## src/rtl/bch_decoder_seq.sv

```systemverilog
`default_nettype none
// +----------------------------------------------------------------------------+
// | Module      : bch_decoder_seq                                              |
// | Description : Multi-cycle binary BCH decoder (syndromes, iBM, Chien search)|
// |               with valid/ready handshakes on both sides.                   |
// | Revision    : 1.0 - initial release                                        |
// +----------------------------------------------------------------------------+
module bch_decoder_seq #(
  parameter int         M         = 4,
  parameter int         N         = 15,
  parameter int         T         = 3,
  parameter logic [M:0] PRIM_POLY = 5'b10011,
  parameter int         CW        = $clog2(T+1)
) (
  input  logic          clk,
  input  logic          rst_n,
  input  logic          in_valid,
  output logic          in_ready,
  input  logic [N-1:0]  in_data,
  output logic          out_valid,
  input  logic          out_ready,
  output logic [N-1:0]  out_data,
  output logic [CW-1:0] out_err_cnt,
  output logic          out_uncorr
);

  localparam int c_cntw = $clog2(N+1);
  localparam int c_lw   = $clog2(2*T);

  localparam logic [2:0] c_st_idle  = 3'd0;
  localparam logic [2:0] c_st_synd  = 3'd1;
  localparam logic [2:0] c_st_chk   = 3'd2;
  localparam logic [2:0] c_st_bm    = 3'd3;
  localparam logic [2:0] c_st_chien = 3'd4;
  localparam logic [2:0] c_st_out   = 3'd5;

  localparam logic [M-1:0]      c_one     = {{(M-1){1'b0}}, 1'b1};
  localparam logic [c_cntw-1:0] c_top     = c_cntw'(N-1);
  localparam logic [c_cntw-1:0] c_bm_last = c_cntw'(T-1);

  function automatic logic [M-1:0] gf_xtime(input logic [M-1:0] a);
    return a[M-1] ? ((a << 1) ^ PRIM_POLY[M-1:0]) : (a << 1);
  endfunction

  function automatic logic [M-1:0] gf_mul(input logic [M-1:0] a, input logic [M-1:0] b);
    logic [M-1:0] acc;
    logic [M-1:0] sh;
    acc = '0;
    sh  = a;
    for (int i = 0; i < M; i++) begin
      if (b[i]) acc = acc ^ sh;
      sh = gf_xtime(sh);
    end
    return acc;
  endfunction

  function automatic logic [M-1:0] gf_pow(input int e);
    logic [M-1:0] p;
    p = c_one;
    for (int i = 0; i < e; i++) p = gf_xtime(p);
    return p;
  endfunction

  logic [2:0]        r_state;
  logic [N-1:0]      r_rw;
  logic [c_cntw-1:0] r_cnt;
  logic [M-1:0]      r_synd  [1:2*T];
  logic [M-1:0]      r_sigma [0:T];
  logic [M-1:0]      r_b     [0:T];
  logic [M-1:0]      r_term  [0:T];
  logic [M-1:0]      r_gamma;
  logic [c_lw-1:0]   r_l;
  logic [N-1:0]      r_mask;
  logic [c_cntw-1:0] r_roots;

  logic              w_bit;
  logic [M-1:0]      w_synd_next [1:2*T];
  logic              w_synd_zero;
  logic [M-1:0]      w_delta;
  logic              w_upd;
  logic [c_lw-1:0]   w_l_next;
  logic [M-1:0]      w_sig_next  [0:T];
  logic [M-1:0]      w_b_next    [0:T];
  logic [M-1:0]      w_term_next [0:T];
  logic [M-1:0]      w_sum;
  logic              w_root;
  logic [N-1:0]      w_mask_next;
  logic [c_cntw-1:0] w_roots_next;
  logic              w_fail;

  assign in_ready = (r_state == c_st_idle);
  assign w_bit    = r_rw[c_top - r_cnt];

  // Horner step S_j = S_j * alpha^j + bit, highest-order bit first
  for (genvar j = 1; j <= 2*T; j++) begin : g_synd
    localparam logic [M-1:0] c_mul = gf_pow(j);
    assign w_synd_next[j] = gf_mul(r_synd[j], c_mul) ^ {{(M-1){1'b0}}, w_bit};
  end

  // alpha^(N-j) = alpha^(-j): term_j walks sigma_j * alpha^(-j*i)
  for (genvar j = 0; j <= T; j++) begin : g_chien
    localparam logic [M-1:0] c_mul = gf_pow(N - j);
    assign w_term_next[j] = gf_mul(r_term[j], c_mul);
  end

  always_comb begin
    w_synd_zero = 1'b1;
    for (int j = 1; j <= 2*T; j++)
      if (r_synd[j] != '0) w_synd_zero = 1'b0;
  end

  // Binary iBM: only odd steps carry a discrepancy, so B advances by x^2 when not replaced
  always_comb begin
    w_delta = '0;
    for (int i = 0; i <= T; i++)
      for (int s = 1; s <= 2*T; s++)
        if (s + i == 2*int'(r_cnt) + 1) w_delta = w_delta ^ gf_mul(r_sigma[i], r_synd[s]);
    w_upd    = (w_delta != '0) && (int'(r_l) <= int'(r_cnt));
    w_l_next = r_l;
    if (w_upd) w_l_next = c_lw'(2*int'(r_cnt) + 1 - int'(r_l));
    w_sig_next[0] = gf_mul(r_gamma, r_sigma[0]);
    for (int i = 1; i <= T; i++)
      w_sig_next[i] = gf_mul(r_gamma, r_sigma[i]) ^ gf_mul(w_delta, r_b[i-1]);
    for (int i = 0; i <= T; i++) w_b_next[i] = '0;
    if (w_upd) begin
      for (int i = 1; i <= T; i++) w_b_next[i] = r_sigma[i-1];
    end else begin
      for (int i = 2; i <= T; i++) w_b_next[i] = r_b[i-2];
    end
  end

  always_comb begin
    w_sum = '0;
    for (int j = 0; j <= T; j++) w_sum = w_sum ^ r_term[j];
    w_root       = (w_sum == '0);
    w_mask_next  = r_mask | ({{(N-1){1'b0}}, w_root} << r_cnt);
    w_roots_next = r_roots + c_cntw'(w_root);
    w_fail       = (int'(r_l) > T) || (int'(w_roots_next) != int'(r_l));
  end

  always_ff @(posedge clk) begin
    if (!rst_n) begin
      r_state     <= c_st_idle;
      r_rw        <= '0;
      r_cnt       <= '0;
      r_gamma     <= '0;
      r_l         <= '0;
      r_mask      <= '0;
      r_roots     <= '0;
      out_valid   <= 1'b0;
      out_data    <= '0;
      out_err_cnt <= '0;
      out_uncorr  <= 1'b0;
      for (int j = 1; j <= 2*T; j++) r_synd[j] <= '0;
      for (int i = 0; i <= T; i++) begin
        r_sigma[i] <= '0;
        r_b[i]     <= '0;
        r_term[i]  <= '0;
      end
    end else begin
      case (r_state)
        c_st_idle: begin
          if (in_valid) begin
            r_rw    <= in_data;
            r_cnt   <= '0;
            r_state <= c_st_synd;
            for (int j = 1; j <= 2*T; j++) r_synd[j] <= '0;
          end
        end
        c_st_synd: begin
          for (int j = 1; j <= 2*T; j++) r_synd[j] <= w_synd_next[j];
          if (r_cnt == c_top) begin
            r_cnt   <= '0;
            r_state <= c_st_chk;
          end else begin
            r_cnt <= r_cnt + 1'b1;
          end
        end
        c_st_chk: begin
          if (w_synd_zero) begin
            out_valid   <= 1'b1;
            out_data    <= r_rw;
            out_err_cnt <= '0;
            out_uncorr  <= 1'b0;
            r_state     <= c_st_out;
          end else begin
            for (int i = 0; i <= T; i++) begin
              r_sigma[i] <= (i == 0) ? c_one : '0;
              r_b[i]     <= (i == 0) ? c_one : '0;
            end
            r_gamma <= c_one;
            r_l     <= '0;
            r_cnt   <= '0;
            r_state <= c_st_bm;
          end
        end
        c_st_bm: begin
          for (int i = 0; i <= T; i++) begin
            r_sigma[i] <= w_sig_next[i];
            r_b[i]     <= w_b_next[i];
          end
          if (w_upd) r_gamma <= w_delta;
          r_l <= w_l_next;
          if (r_cnt == c_bm_last) begin
            for (int i = 0; i <= T; i++) r_term[i] <= w_sig_next[i];
            r_mask  <= '0;
            r_roots <= '0;
            r_cnt   <= '0;
            r_state <= c_st_chien;
          end else begin
            r_cnt <= r_cnt + 1'b1;
          end
        end
        c_st_chien: begin
          for (int i = 0; i <= T; i++) r_term[i] <= w_term_next[i];
          r_mask  <= w_mask_next;
          r_roots <= w_roots_next;
          if (r_cnt == c_top) begin
            out_valid <= 1'b1;
            r_state   <= c_st_out;
            if (w_fail) begin
              out_data    <= r_rw;
              out_err_cnt <= '0;
              out_uncorr  <= 1'b1;
            end else begin
              out_data    <= r_rw ^ w_mask_next;
              out_err_cnt <= r_l[CW-1:0];
              out_uncorr  <= 1'b0;
            end
          end else begin
            r_cnt <= r_cnt + 1'b1;
          end
        end
        c_st_out: begin
          if (out_ready) begin
            out_valid <= 1'b0;
            r_state   <= c_st_idle;
          end
        end
        default: r_state <= c_st_idle;
      endcase
    end
  end

endmodule
`default_nettype wire
```

## config.mk

```make
export PLATFORM = sky130hd
export DESIGN_NAME = bch_decoder_seq
export DESIGN_NICKNAME = d
export VERILOG_FILES = /design/src/rtl/bch_decoder_seq.sv
export SDC_FILE = /design/constraint.sdc
export NUM_CORES = 1
export LEC_CHECK = 0
export CORE_MARGIN = 2
export CORE_UTILIZATION = 30
export DETAILED_ROUTE_END_ITERATION = 16
export DONT_BUFFER_PORTS = 1
export RECOVER_POWER = 100
export SYNTH_ARGS = -nofsm -noshare
export SYNTH_HDL_FRONTEND = slang
export SYNTH_SLANG_ARGS = --single-unit
```

## constraint.sdc

```tcl
create_clock -name clk -period 6.5 [get_ports clk]
set_input_delay 1.3 -clock clk [delete_from_list [all_inputs] [get_ports clk]]
set_output_delay 1.3 -clock clk [all_outputs]
set_load 0.01 [all_outputs]
```

### Yosys cells after proc, flatten, opt, wreduce, memory -nomap -nowiden

Memory sizes are Yosys's and may differ from the RTL's.
Index checks and enable logic that the tools add are counted.

| word-level totals | value |
|---|---|
| memory bits (writable) | 72 |
| memories | 4 |
| output and inout bits | 20 |
| register bits after elaboration | 67 |

Memory list:

| memory | words | bits a word | rd ports | clocked after Yosys merged registers in | wr ports | line | text |
|---|---|---|---|---|---|---|---|
| r_synd | 6 | 4 | 6 | 0 | 6 | 67 | `logic [M-1:0] r_synd [1:2*T];` |
| r_b | 4 | 4 | 3 | 0 | 4 | 69 | `logic [M-1:0] r_b [0:T];` |
| r_sigma | 4 | 4 | 4 | 0 | 4 | 68 | `logic [M-1:0] r_sigma [0:T];` |
| r_term | 4 | 4 | 4 | 0 | 4 | 70 | `logic [M-1:0] r_term [0:T];` |

| operators by class | value |
|---|---|
| magnitude comparators | 3 |
| bitwise gates (word level) | 214 |
| reductions and logical operators | 23 |
| $add $sub $neg | 5 |
| eq/ne operators | 26 |
| muxes and demuxes | 389 |
| shifts and indexed selects | 1 |

Operator list:

| operator | number |
|---|---|
| 4-bit two-way mux | 288 |
| 4-bit bitwise XOR | 131 |
| 2-bit two-way mux | 42 |
| 2-bit NOT | 39 |
| 15-bit two-way mux | 4 |
| 15-bit one-hot mux with 2 select lines | 2 |
| 1-bit bitwise OR | 36 |
| 1-bit two-way mux | 35 |
| 4-bit nonzero test | 7 |
| 3-bit by 6-bit == test with 1-bit output, first input constant | 4 |
| 3-bit two-way mux | 8 |
| 4-bit by 1-bit bitwise XOR with 4-bit output | 6 |
| 4-bit one-hot mux with 5 select lines | 1 |
| 2-bit inequality test, second input constant | 9 |
| 3-bit one-hot mux with 6 select lines | 1 |
| 4-bit one-hot mux with 2 select lines | 2 |
| 15-bit bitwise OR | 1 |
| 1-bit by 4-bit left shift with 15-bit output | 1 |
| 15-bit bitwise XOR | 1 |
| 2-bit by 6-bit == test with 1-bit output, first input constant | 2 |
| 4-bit by 6-bit == test with 1-bit output, first input constant | 2 |
| 8-bit two-way mux | 1 |
| 4-bit AND reduction | 2 |
| 5-bit by 1-bit adder with 6-bit output, second input constant | 1 |
| 29 further kinds | 35 |

### Logic depth before layout (Yosys ltp)

Gate-level depths: netlist (run 1).

| logic depth | value |
|---|---|
| word-level depth | 69 |
| gate-level depth with buffers | 19 |
| mapped depth without buffers | 18 |

### Worst setup path after synthesis (run 1)

OpenSTA, ideal clock, no wires.

| timing path | value |
|---|---|
| kind | flip-flop to flip-flop |
| from | mem r_sigma[2][2] |
| to | mem r_term[2][2] (data pin) |
| data required time | 6.243 ns |
| path slack | 2.388 ns |
| path buffers | 2 |
| stages on the path, launching flop included | 20 |
| clock period less this slack | 4.112 ns |
| arrival | 3.855 ns |
| path through | dfxtp_1 > buf_6 > clkbuf_1 > mux2_2 > a221oi_1 > xnor2_1 > xnor3_1 > nand2_1 > xnor2_1 > o21bai_1 > xnor2_2 > inv_1 > ha_1 > nand2_1 > xnor2_1 > xnor2_1 > xnor2_1 > xnor2_1 > xnor2_1 > a32o_1 |

RTL lines:

| what | line |
|---|---|
| from (decl) | 68 |
| to (decl) | 70 |

==> qor.yml, run 1 <==
synthArstFlopShare_pct: 0
max_freq_mhz: 188
die_x_um: 197
portBuffers: 0
die_h_um: 197
p_total_mw: 3.02
ios: 39
dp_hpwl_mm: 23.1
min_period_ns: 5.33
postSynthCellCount: 1427
drc: 0
vias: 9712
ant_nets: 0
finClkSkew_ns: 0.0129
fin_hold_ws_ns: 0.472
cts_tree: "done"
yosysSeqAreaShare_pct: 28.5
synth_edf_count: 56
postSynth.topFlopCell: "dfxtp_1"
seqPwrFrac_pct: 36.8
clk_pin_slew_worst_paths_ns: 0.06
cp-end-kind: "flop"
yosysMostFrequentCell: "nand2_1"
finalCritPeriodShare_pct: 82.0
crit_top_cell: "xnor2_1"
grt_pass1_vias: 9066
drt-initial-drc-count: 946
area_growth_syn_to_layout_pct: 6.24
critical_path_class: "reg -> reg"
vias_per_cell: 5.31
wl_per_cell_um: 17.9
holdBufCountCts: 0
final_nets: 1384
post_cts.repair.setup_buffers: 0
cts_resized: 0
p_int_mw: 1.89
fin_ws_ns: 1.17
cp_max_fo: 27
ir_drop_mv: 0.201
cts.htree.levels: 4
combPwrFrac_pct: 31.7
yosysUniqueCellTypes: 72
leakagePower_nw: 4.00
max_stage_delay_ns: 0.95
firstDrtPassIters: 5
synth_top_area_cell: "edfxtp_1"
start_util_pct: 30.6
cts.sinks: 132
grt_max_degree: 41
overflow: 0
diodes: 0
cp-start-kind: "flop"
failed_checks: "capacitance limit, slew limit"
synth_area_sq_um: 11200
drv_slew: 38
cp_slowest_cell: "edfxtp_1"
grt_setup_unrepaired: "no"
power_density_nw_per_um2: 253
min_path_type: "reg -> reg"
rows: 70
fin_tns_setup_ns: 0
tightest_slew_ns: 1.55
grt_antenna_before_repair: 0
cts-root-buf: "clkbuf_16"
gp_congestion: 0.905
coreArea_sq_um: 36700
slew_headroom_pct: -3.60
drive_gt1_share_pct: 4.55
required_ns: 6.69
dieArea_sq_um: 39000
power_frac_clock_pct: 31.5
insertion_delay_ns: 0.44
syn_nets: 1462
status: "finished with violations"
switching_share_pct: 37.5
final-hold-violation-count: 0
preCtsSetupSlack_ns: 1.58
synthTopCellsByCount: "nand2_1, xnor2_1, nor2_1"
drv_cap: 1
cts_made_buffers: 17
avgSynthCellArea_sq_um: 7.87
cts_max_path_buffers: 2
arrival_ns: 5.52
wirelength_mm: 32.7
setup_violations: 0
yosys-top-cells-area: "edfxtp_1, dfxtp_1, xnor2_1"
grt_pass1_wl_mm: 51.7
yosysWarnings: 0
synth_top_area_share_pct: 15.0
track_usage_pct: 17.0
p_switching_mw: 1.13
ys_ff_latch: 132
crit_chain: "xor2_1 -> nand2_1 -> xnor2_1 -> mux2i_1 -> xnor2_1 -> xnor2_1 -> o21bai_1 -> xnor2_1 -> inv_1 -> ha_1 -> nand2_1 -> xnor2_1 -> xnor2_1 -> xnor2_1 -> xnor2_1 -> xnor2_1 -> a32o_1"
## routing by layer
metal	global-route usage, %	share of wire (%)
met1	23.8	47
met2	25.3	43
met3	4.00	7.6
met4	5.96	2.3
met5	0	0
## registers in the layout, indices dropped and copies added, names as in the netlist
name         flops
r_rw            15
r_sigma         16
r_synd          24
out_err_cnt      2
r_state          3
r_l              3
r_mask          15
out_data        15
r_cnt            4
out_valid        1
r_b              9
r_gamma          4
out_uncorr       1
r_term          16
r_roots          4
## area by class of cell
cell class                 count  area, sq um
clock buffer                  23          499
tap                          468          586
fill                        3820        24800
inverter                      35          131
sequential                   132         3200
multi-input combinational   1153         7380
timing repair buffer          10         63.8
clock inverter                 9         63.8
## through the flow
stage                     instances  instance area (sq um)  util [%]
final                          1830                  11900      32.5
after global routing           1830                  11900      32.5
after CTS                      1830                  12000      32.6
after detailed placement       1798                  11400      31.1
after global placement         1798                  11400      31.1
after floorplan                1427                  11200         -
## power by group through the flow
stage                     logic (mW)  registers [mW]  clock network [mW]
after floorplan                0.865           0.977                   0
after global placement         0.946            1.12                   0
after detailed placement       0.959            1.13                   0
after CTS                      0.967            1.11               0.964
after global routing            1.04            1.12               0.994
final                          0.958            1.11               0.951
## critical path: cells and delay by family (launching register included)
kind	cells	cell delay (ns)
fa+ha+maj	1	0.42
flops	1	0.95
mux	1	0.23
xor+xnor	10	2.56
compound gates	2	0.42
simple gates	2	0.23
buf+inv	1	0.25
## layout by cell type (no fill, tap or decap), types with 9 or more instances in the layout
cell	instances
nand2_1	305
xnor2_1	168
nor2_1	115
dfxtp_1	76
a21oi_1	67
o21ai_0	65
xor2_1	62
edfxtp_1	56
inv_1	33
nand3_1	27
nand2b_1	22
a21boi_0	21
or3_1	20
nor3_1	19
xnor3_1	19
clkbuf_16	18
a311oi_1	17
mux2i_1	16
ha_1	16
nor2b_1	15
and3_1	15
a31oi_1	15
o22ai_1	13
and2_1	11
a22oi_1	11
mux2_2	10
a211oi_1	9
o211ai_1	9
## worst paths after layout
check	from	to	slack [ns]	cells after the start
setup / recovery	r_sigma[3][3]$_SDFFCE_PN0P_	r_term[2][2]$_DFFE_PP_	1.17	17
hold / removal	r_mask[12]$_SDFFE_PN0P_	r_mask[12]$_SDFFE_PN0P_	0.47	2
setup reg to reg	r_sigma[3][3]$_SDFFCE_PN0P_	r_term[2][2]$_DFFE_PP_	1.17	17
hold reg to reg	r_mask[12]$_SDFFE_PN0P_	r_mask[12]$_SDFFE_PN0P_	0.47	2
## cell families after synthesis
family          count (synthesis)  share of synthesized area [%]
simple gates                  588                           23.3
fa+ha+maj                      16                           1.78
compound gates                269                           15.6
mux                            29                           3.03
flops                         132                           28.5
buf+inv                       142                           5.37
xor+xnor                      251                           22.4
Note: power is estimated with default switching activity, not from simulation.
==> run 2, diff against run 1 <==
Clock period 6.5 ns to 4.7 ns, I/O delays scaled along.
==> qor.yml, run 2 (synthesis results as in run 1) <==
min_period_ns: 4.45  # -0.876 ns
final_nets: 1428  # +3.2%
grt_max_degree: 41  # unchanged
grtUsageMet2_pct: 26.9  # +1.5 points
min_path_cells: 2  # unchanged
cp-start-kind: "flop"
ir_drop_mv: 0.274  # +36%
firstDrtPassIters: 5  # unchanged
vias: 9973  # +2.7%
r2r_end: "r_term[3][3]$_DFFE_PP_"
busiest_layer: "met2"
cp-end-kind: "flop"
grt_antenna_before_repair: 0  # unchanged
grt_setup_unrepaired: "no"
cts_made_buffers: 17  # unchanged
r2r_slack_ns: 0.25  # -0.92 ns
ios: 39  # unchanged
drv_cap: 0  # -1
critical_path_class: "reg -> reg"
seq_area_sq_um: 3200  # unchanged
cts.htree.levels: 4  # unchanged
coreArea_sq_um: 36700  # unchanged
finClkSkew_ns: 0.0161  # +0.00316 ns
multi_input_area_sq_um: 7430  # +0.64%
preCtsSetupSlack_ns: 0.160  # -1.42 ns
grtUsageMet1_pct: 24.2  # +0.33 points
status: "finished clean"
grt_pass1_wl_mm: 53.1  # +2.8%
finalCritPeriodShare_pct: 94.8  # +13 points
wirelength_mm: 33.7  # +3.0%
tightest_slew_ns: 1.45  # -0.103 ns
dp_hpwl_mm: 24.7  # +6.8%
holdBufCountCts: 0  # unchanged
drt-initial-drc-count: 916  # -3.2%
die_x_um: 197  # unchanged
rows: 70  # unchanged
vias_per_cell: 5.32  # +0.28%
dieArea_sq_um: 39000  # unchanged
hold_end: "r_mask[0]$_SDFFE_PN0P_"
wl_per_cell_um: 18.0  # +0.62%
cts-root-buf: "clkbuf_16"
final-hold-violation-count: 0  # unchanged
gp_congestion: 0.920  # +1.7%
clk_pin_slew_worst_paths_ns: 0.06  # about the same
reg2reg_depth: 12  # -5
area_growth_syn_to_layout_pct: 9.98
max_freq_mhz: 224  # +20%
reg2reg_from: "r_sigma[0][1]$_SDFFCE_PN0P_"
top_regs: "r_synd: 24 flops, r_sigma: 16 flops, r_term: 16 flops"
cp_max_fo: 17  # -37%
slew_headroom_pct: 3.30  # +6.9 points
drive_gt1_share_pct: 7.40  # +2.8 points
worstHoldStart: "r_mask[0]$_SDFFE_PN0P_"
power_density_nw_per_um2: 361  # +42%
leakagePower_nw: 4.25  # +6.1%
track_usage_pct: 17.5  # +0.49 points
cts.sinks: 132  # unchanged
required_ns: 4.86  # -1.83 ns
cts_max_path_buffers: 2  # unchanged
start_util_pct: 30.6  # unchanged
final_common_cell: "nand2_1"
die_h_um: 197  # unchanged
min_path_type: "reg -> reg"
overflow: 0  # unchanged
met3_usage_pct: 4.22  # +0.22 points
fin_tns_setup_ns: 0  # unchanged
insertion_delay_ns: 0.44  # about the same
drv_slew: 0  # -100%
drc: 0  # unchanged
final_cell_mix: "nand2_1, xnor2_1, nor2_1, dfxtp_1, a21oi_1"
arrival_ns: 4.61  # -0.91 ns
setup_violations: 0  # unchanged
grt_pass1_vias: 9328  # +2.9%
largest_register_ffs: 24  # unchanged
final_util_pct: 33.6  # +1.1 points
fillCellCount: 3821  # +0.026%
fin_ws_ns: 0.245  # -0.924 ns
portBuffers: 0  # unchanged
largest_register: "r_synd"
diodes: 0  # unchanged
cts_tree: "done"
ant_nets: 0  # unchanged
## run 2: changes by cell type in the layout (fill, tap and decap cells not counted), sizes merged
cell / previous run / this run
buf: 7 / 43
bufinv: 0 / 2
clkinv: 3 / 2
clkbuf: 26 / 33
## run 2: report_power, final
group          internal, mW  switching (mW)  leakage (nW)
Sequential             1.28           0.177          1.21
Combinational         0.653           0.875          2.72
Clock                 0.885           0.580         0.315
Total                  2.82            1.63          4.25
## run 2: metrics by stage
stage          hold slack (ns)  instance area [sq um]  std cells  power [mW]
4_1_cts                  0.479                  12400       1874        4.45
3_3_place_gp             0.447                  11700       1842        2.97
3_5_place_dp             0.464                  11700       1842        2.98
5_1_grt                  0.506                  12300       1874        4.64
2_1_floorplan            0.432                  11200       1427        2.55
6_report                 0.482                  12300       1874        4.45
## run 2: layout make-up
type | count | share of cell area, %
Multi-Input combinational cell | 1153 | 60.2
Sequential cell | 132 | 25.9
Tap cell | 468 | 4.74
Clock buffer | 22 | 4.10
Timing Repair Buffer | 54 | 2.95
Inverter | 35 | 1.06
Clock inverter | 10 | 1.03
## run 2: worst max path at each step
stage                                      from                      to  slack [ns]  depth (start not counted)
global placement    r_sigma[0][1]$_SDFFCE_PN0P_  r_term[3][3]$_DFFE_PP_        0.18                         12
detailed placement  r_sigma[0][1]$_SDFFCE_PN0P_  r_term[3][3]$_DFFE_PP_        0.16                         12
CTS                 r_sigma[0][3]$_SDFFCE_PN0P_  r_term[3][3]$_DFFE_PP_        0.12                         12
floorplan            r_sigma[2][2]$_SDFFE_PP0P_  r_term[2][2]$_DFFE_PP_        0.59                         19
global route        r_sigma[0][3]$_SDFFCE_PN0P_  r_term[3][3]$_DFFE_PP_        0.05                         12
finish              r_sigma[0][1]$_SDFFCE_PN0P_  r_term[3][3]$_DFFE_PP_        0.25                         12
## run 2: worst max-delay path, cell delays in order (launching register included)
cell and delay (ns):
edfxtp_1 0.79, inv_1 0.21, o221a_2 0.33, o221ai_1 0.22, xor2_1 0.27, xnor3_1 0.44, nor2_1 0.16, xnor3_2 0.46
xnor2_4 0.37, nand2_1 0.10, xnor3_1 0.38, xnor2_1 0.29, o22ai_1 0.14
## run 2: repair_timing
item | CTS | global route
endpoints found under the setup margin | 0 | 2
setup buffers | 0 | 0
gates resized for setup | 0 | 1
## run 2: routing by layer
| layer | wire length, um | share of wire, % |
|---|---|---|
| met4 | 672 | 2.0 |
| met3 | 2610 | 7.7 |
| met2 | 14900 | 44 |
| met5 | 0 | 0 |
| met1 | 15600 | 46 |
